<file path="config.mk">
export PLATFORM = sky130hd
export DESIGN_NAME = mem_arbiter
export DESIGN_NICKNAME = d
export VERILOG_FILES = /design/src/rtl/mem_arbiter.sv
export SDC_FILE = /design/constraint.sdc
export NUM_CORES = 1
export LEC_CHECK = 0
export ABC_AREA = 0
export CORE_AREA = 2 2 103 105
export CTS_CLUSTER_DIAMETER = 100
export DETAILED_ROUTE_END_ITERATION = 12
export DIE_AREA = 0 0 105 107
export PLACE_DENSITY = 0.73
export SETUP_SLACK_MARGIN = 0.15
export SLEW_MARGIN = 30
export SYNTH_ARGS = -nofsm -noshare
export SYNTH_HDL_FRONTEND = slang
export SYNTH_SLANG_ARGS = --single-unit
</file>
<file path="constraint.sdc">
create_clock -name clk -period 2.3 [get_ports clk]
set_clock_uncertainty 0.05 [all_clocks]
set_input_delay 0.46 -clock clk [delete_from_list [all_inputs] [get_ports clk]]
set_output_delay 0.46 -clock clk [all_outputs]
set_load 0.02 [all_outputs]
</file>
<file path="src/rtl/mem_arbiter.sv">
// Shares one asynchronous-read SRAM port between the RISC5 core and a single
// DMA requester. DMA is granted bounded bursts; the core is stalled via stallX.
module mem_arbiter #(
    parameter int MEM_AW = 18,
    parameter int BURST  = 8,
    parameter int GAP    = 2
) (
    input  logic              clk,
    input  logic              rst,
    input  logic [23:0]       cpu_adr,
    input  logic              cpu_rd,
    input  logic              cpu_wr,
    input  logic              cpu_ben,
    input  logic [31:0]       cpu_wdata,
    output logic [31:0]       cpu_rdata,
    output logic              stallX,
    input  logic              dma_req,
    input  logic              dma_we,
    input  logic              dma_urgent,
    input  logic [MEM_AW-1:0] dma_adr,
    input  logic [31:0]       dma_wdata,
    output logic              dma_ack,
    output logic [31:0]       dma_rdata,
    output logic [MEM_AW-1:0] mem_adr,
    output logic [31:0]       mem_wdata,
    input  logic [31:0]       mem_rdata,
    output logic              mem_we,
    output logic [3:0]        mem_be,
    output logic              mem_oe
);

    typedef enum logic {OWN_CPU = 1'b0, OWN_DMA = 1'b1} own_e;

    own_e       own_q, own_d;
    logic [7:0] gcnt_q, gcnt_d;
    logic [7:0] bcnt_q, bcnt_d;
    logic       io;
    logic       we_raw;
    logic       unused_cpu_rd;

    // Reads always drive all lanes, so the read strobe itself carries no information here.
    assign unused_cpu_rd = cpu_rd;

    assign io = &cpu_adr[23:6];

    always_ff @(posedge clk or negedge rst) begin
        if (!rst) begin
            own_q  <= OWN_CPU;
            gcnt_q <= 8'd0;
            bcnt_q <= 8'd0;
        end else begin
            own_q  <= own_d;
            gcnt_q <= gcnt_d;
            bcnt_q <= bcnt_d;
        end
    end

    always_comb begin
        own_d  = own_q;
        gcnt_d = gcnt_q;
        bcnt_d = bcnt_q;
        case (own_q)
            OWN_CPU: begin
                if (gcnt_q != 8'd0) gcnt_d = gcnt_q - 8'd1;
                // Grant on the edge that ends the last gap cycle, so GAP CPU cycles separate bursts.
                if (dma_req && (gcnt_d == 8'd0 || dma_urgent)) begin
                    own_d  = OWN_DMA;
                    bcnt_d = 8'(BURST - 1);
                end
            end
            OWN_DMA: begin
                if (!dma_req || bcnt_q == 8'd0) begin
                    own_d  = OWN_CPU;
                    gcnt_d = 8'(GAP);
                end else begin
                    bcnt_d = bcnt_q - 8'd1;
                end
            end
            default: own_d = OWN_CPU;
        endcase
    end

    always_comb begin
        mem_adr   = cpu_adr[MEM_AW+1:2];
        mem_wdata = cpu_wdata;
        we_raw    = cpu_wr & ~io;
        mem_be    = 4'b1111;
        dma_ack   = 1'b0;
        if (own_q == OWN_DMA) begin
            // Any stray CPU strobe is ignored while DMA owns the bus.
            mem_adr   = dma_adr;
            mem_wdata = dma_wdata;
            we_raw    = dma_req & dma_we;
            dma_ack   = dma_req & rst;
        end else if (cpu_wr && cpu_ben) begin
            mem_be = 4'b0001 << cpu_adr[1:0];
        end
        if (!rst) mem_be = 4'b1111;
    end

    // Gating with rst makes a reset abort the current write at once.
    assign mem_we    = we_raw & rst;
    assign mem_oe    = ~mem_we;
    assign stallX    = (own_q == OWN_DMA);
    assign cpu_rdata = mem_rdata;
    assign dma_rdata = mem_rdata;

endmodule

</file>
After elaboration in Yosys (flattened, before gate mapping)
Cells that the tools add are included.
{"block": "totals", "reg_bits": 17, "elab_cells": 43}
{"block": "op_classes", "add_sub_neg": 2, "eq_ne": 3, "shifts": 1, "n_mux": 17, "n_bitwise": 7, "reduce_logical": 10}
{"op": "$mux W8", "count": 5}
{"op": "$mux W32", "count": 1}
{"op": "$pmux W8 S2", "count": 2}
{"op": "$mux W18", "count": 1}
{"op": "$reduce_and A18 Y1", "count": 1}
{"op": "$logic_not A8 Y1", "count": 2}
{"op": "$sub A8 B1 Y8 const B", "count": 2}
{"op": "$mux W4", "count": 3}
{"op": "$reduce_bool A8 Y1", "count": 1}
{"op": "$and A1 B1 Y1", "count": 4}
{"op": "$mux W1", "count": 4}
{"op": "$ne A2 B2 Y1 const B", "count": 2}
{"op": "$shl A1 B2 Y4 const A", "count": 1}
{"op": "$not A1 Y1", "count": 3}
{"op": "$logic_and A1 B1 Y1", "count": 2}
{"op": "$logic_or A1 B1 Y1", "count": 2}
{"op": "$ne A2 B1 Y1 const B", "count": 1}
{"op": "$pmux W1 S2", "count": 1}
{"op": "$reduce_and A2 Y1", "count": 1}
{"op": "$logic_not A1 Y1", "count": 1}

Logic depth before layout (Yosys ltp)
{"block": "depth", "depth_word": 8, "depth_mapped": 9, "mapped_depth_nobuf": 7}

Worst setup path before layout
No wires, ideal clock.
{"block": "synth_timing", "path_kind": "register -> output", "from": "reg own_q, in the netlist stallX", "to": "out mem_oe", "arrival_time_ns": 1.862, "path_slack_ns": -0.072, "path_stages_with_launch": 6, "path_buffers": 3, "path_cell_list": "dfrtp_1 > clkbuf_1 > clkbuf_1 > clkbuf_1 > nor2_1 > o21ai_0"}
{"block": "synth_via", "elab_chain_cells": 3}
{"element": "from (decl)", "line": "34", "rtl": "own_e own_q, own_d;"}
{"element": "from (signal assigned)", "line": "52", "rtl": "own_q <= own_d;"}
{"element": "$mux W1", "line": "89", "rtl": "if (own_q == OWN_DMA) begin"}
{"element": "$and A1 B1 Y1", "line": "102", "rtl": "assign mem_we = we_raw & rst;"}
{"element": "$not A1 Y1", "line": "103", "rtl": "assign mem_oe = ~mem_we;"}
{"element": "to (decl)", "line": "29", "rtl": "output logic mem_oe"}
Every way passes these cells.

Worst setup path in the final report
{"block": "layout_timing", "from": "in cpu_adr[15]", "to": "out mem_oe"}
{"block": "layout_via", "elab_chain_cells": 6}
{"element": "from (decl)", "line": "10", "rtl": "input logic [23:0] cpu_adr,"}
{"element": "$reduce_and A18 Y1", "line": "44", "rtl": "assign io = &cpu_adr[23:6];"}
{"element": "$not A1 Y1", "line": "86", "rtl": "we_raw = cpu_wr & ~io;"}
{"element": "$and A1 B1 Y1", "line": "86"}
{"element": "$mux W1", "line": "89"}
{"element": "$and A1 B1 Y1", "line": "102"}
{"element": "$not A1 Y1", "line": "103"}
Every way passes these cells.

==> qor.yml <==
end_kind: "output pin"
clock_tree.htree_level_count: 1
grt_usage_pct: 14.48
hold_viol: 0
grt_max_degree: 28
ys_top_cells_by_count: "buf_4, mux2_2, o21ai_0"
vias_per_cell: 4.693
cp-start-kind: "input port"
worst-endpoint-required_ns: 1.79
wl_met3_um: 617
worst_slew_pin_slew_ns: 0.3770
maxSlewHeadroom_pct: 74.63
post-route-period-util_pct: 104.4
cts_made_buffers: 3
p_int_mw: 2.067
drt_iter0_drc: 81
async_flop_share_pct: 100.0
whs_ns: 0.3603
clock.fmax_mhz: 416.5
grt_pass1_wl_um: 13040
grt_pass1_vias: 2580
die-width_um: 105
comb_power_share_pct: 79.6
p_leak_nw: 1.793
clk_latency_ns: 0.26
ys_ff_latch: 17
drv_slew: 0
drive_above_1_share_pct: 45.52
ys_top_cells_by_area: "mux2_2, buf_4, dfrtp_1"
place_area_um2: 3862
synth_area_per_cell_um2: 8.480
num_vias: 2628
pin_count: 268
seq_power_share_pct: 14.0
powerDensity_nw_per_um2: 864.9
drv_cap: 0
met1_length_um: 3718
io_buffers: 170
ys.flop_type: "dfrtp_1"
crit_fanout: 2
netlist_area_um2: 2323
slowest_delay_ns: 0.60
wl_met2_um: 5008
place_congestion: 0.8970
worstPathArrival_ns: 1.89
cts_tree: "done"
synth_warnings: 0
rsz0062_at_grt: "yes"
swShare_pct: 43.10
status: "finished, violations left"
antenna_left: 0
final_area_um2: 4199
start_util_pct: 23.02
antenna_cells: 0
rows: 37
yosys.area.top_type: "mux2_2"
slowest_stage: "or4_4"
dp_hpwl_um: 7270
synth.yosys.seq_area_share_pct: 18.31
violations: "negative setup slack"
synth_most_common_cell: "buf_4"
drc: 0
max-vdd-ir-drop_mv: 0.3088
die_h_um: 107
crit_path_frequent_cell: "buf_6"
hp-class: "input port to asynchronous set/reset pin"
highest_layer: "met4"
first_pass_iters: 5
netSwitchingPower_mw: 1.565
cts-root-buf: "clkbuf_8"
antenna_found_initial: 0
synth_edf_count: 0
drt_wl_total_um: 9562
synth_top_area_share_pct: 24.23
clockBufferDepth: 2
path_clk_slew_ns: 0.07
cts.sinks: 17
period_needed_ns: 2.401
setup_viol: 2
core_um2: 10090
nNetsFinal: 575
critical_path_class: "input port to output pin"
cp_cell_sequence: "buf_6 > nand4_1 > or4_4 > o21ai_4 > nor2_4 > buf_6 > o21ai_2 > buf_6"
postSynthCellCount: 274
synth_cell_types: 45
wl_per_cell_um: 17.08
p_clk_share_pct: 6.5
area_growth_pct: 80.72
dieArea_um2: 11240
synth_nets: 424
grt_overflow: 0
worst_slack_ns: -0.1012
[worst max-delay path, delay by kind of cell]
family          cells  cell delay (ns)
simple gates        3             0.82
compound gates      2             0.29
buf+inv             3             0.31
[flip-flops by register name, indices dropped and copies added (netlist names)]
name    cells
gcnt_q      8
stallX      1
bcnt_q      8
[power groups by stage]
stage	clock [mW]	combinational (mW)	sequential (mW)
3_3_place_gp	0	2.34	0.497
3_5_place_dp	0	2.38	0.501
4_1_cts	0.236	2.32	0.499
5_1_grt	0.253	3.09	0.524
2_1_floorplan	0	1.53	0.489
6_report	0.235	2.89	0.507
[through the flow]
step	setup slack [ns]	total power [mW]	cells	setup TNS, ns	util [%]
3_5_place_dp	-0.9493	2.877	528	-2.912	38.27
3_3_place_gp	-0.9136	2.833	528	-2.775	38.27
5_1_grt	-0.1377	3.870	560	-0.2252	41.61
2_1_floorplan	-0.02776	2.020	274	-0.03683	-
4_1_cts	-0.1095	3.053	534	-0.1493	38.43
6_report	-0.1012	3.632	560	-0.1526	41.61
[logic make-up after synthesis]
logic type / count (synthesis) / synth area share, %
xor+xnor: 4 / 1.508
simple gates: 63 / 15.67
fa+ha+maj: 4 / 2.154
flops: 17 / 18.31
mux: 52 / 25.09
compound gates: 47 / 12.17
buf+inv: 87 / 25.09
[final cells by class]
cell class,count,area (um2)
fillers,1038,5893
repair buffers,224,2056
multi-input cells,170,1463
flip-flops and latches,17,427.9
well taps,136,170.2
clock buffers,3,41.29
inverters,9,36.28
clock inverters,1,5.005
[what timing repair did]
item,in CTS,in global routing
hold buffers,0,0
cloned,0,6
endpoints found under the hold margin,0,0
setup endpoints to repair,68,56
resized for setup,180,95
buffers inserted,2,20
pin swaps,6,8
[layer usage]
metal	global-route usage (%)	vias up
li1	-	1219
met1	17.13	1238
met2	25.83	154
met3	2.675	17
met4	5.714	0
met5	0	-
[cells in the final DEF (no fill, tap or decap), drive strengths merged, types with 3 or more instances in the layout]
| master | count |
|---|---|
| o21ai | 24 |
| nand2 | 9 |
| nor4 | 3 |
| a21oi | 4 |
| nand3 | 3 |
| nor3 | 5 |
| o22ai | 3 |
| or3 | 3 |
| nand4 | 4 |
| dfrtp | 17 |
| buf | 79 |
| nor2 | 13 |
| ha | 4 |
| clkbuf | 30 |
| dlygate4sd2 | 17 |
| clkdlybuf4s50 | 96 |
| o31ai | 4 |
| inv | 9 |
| or4 | 5 |
| mux2 | 50 |
| xnor2 | 4 |
| nor2b | 4 |
| clkdlybuf4s15 | 3 |
[final timing paths]
check,slack [ns],endpoint,cells past startpoint,start
min in group clk,0.50,gcnt_q[7]$_DFFE_PN0P_,2,gcnt_q[7]$_DFFE_PN0P_
worst min register to register,0.50,gcnt_q[7]$_DFFE_PN0P_,2,gcnt_q[7]$_DFFE_PN0P_
worst max-delay path,-0.10,mem_oe,8,cpu_adr[15]
worst min-delay path,0.36,bcnt_q[2]$_DFFE_PN0P_,2,rst
max in group asynchronous,1.63,gcnt_q[3]$_DFFE_PN0P_,3,rst
worst max register to register,0.07,bcnt_q[2]$_DFFE_PN0P_,5,gcnt_q[4]$_DFFE_PN0P_
Note: power is estimated with default switching activity, not from simulation.
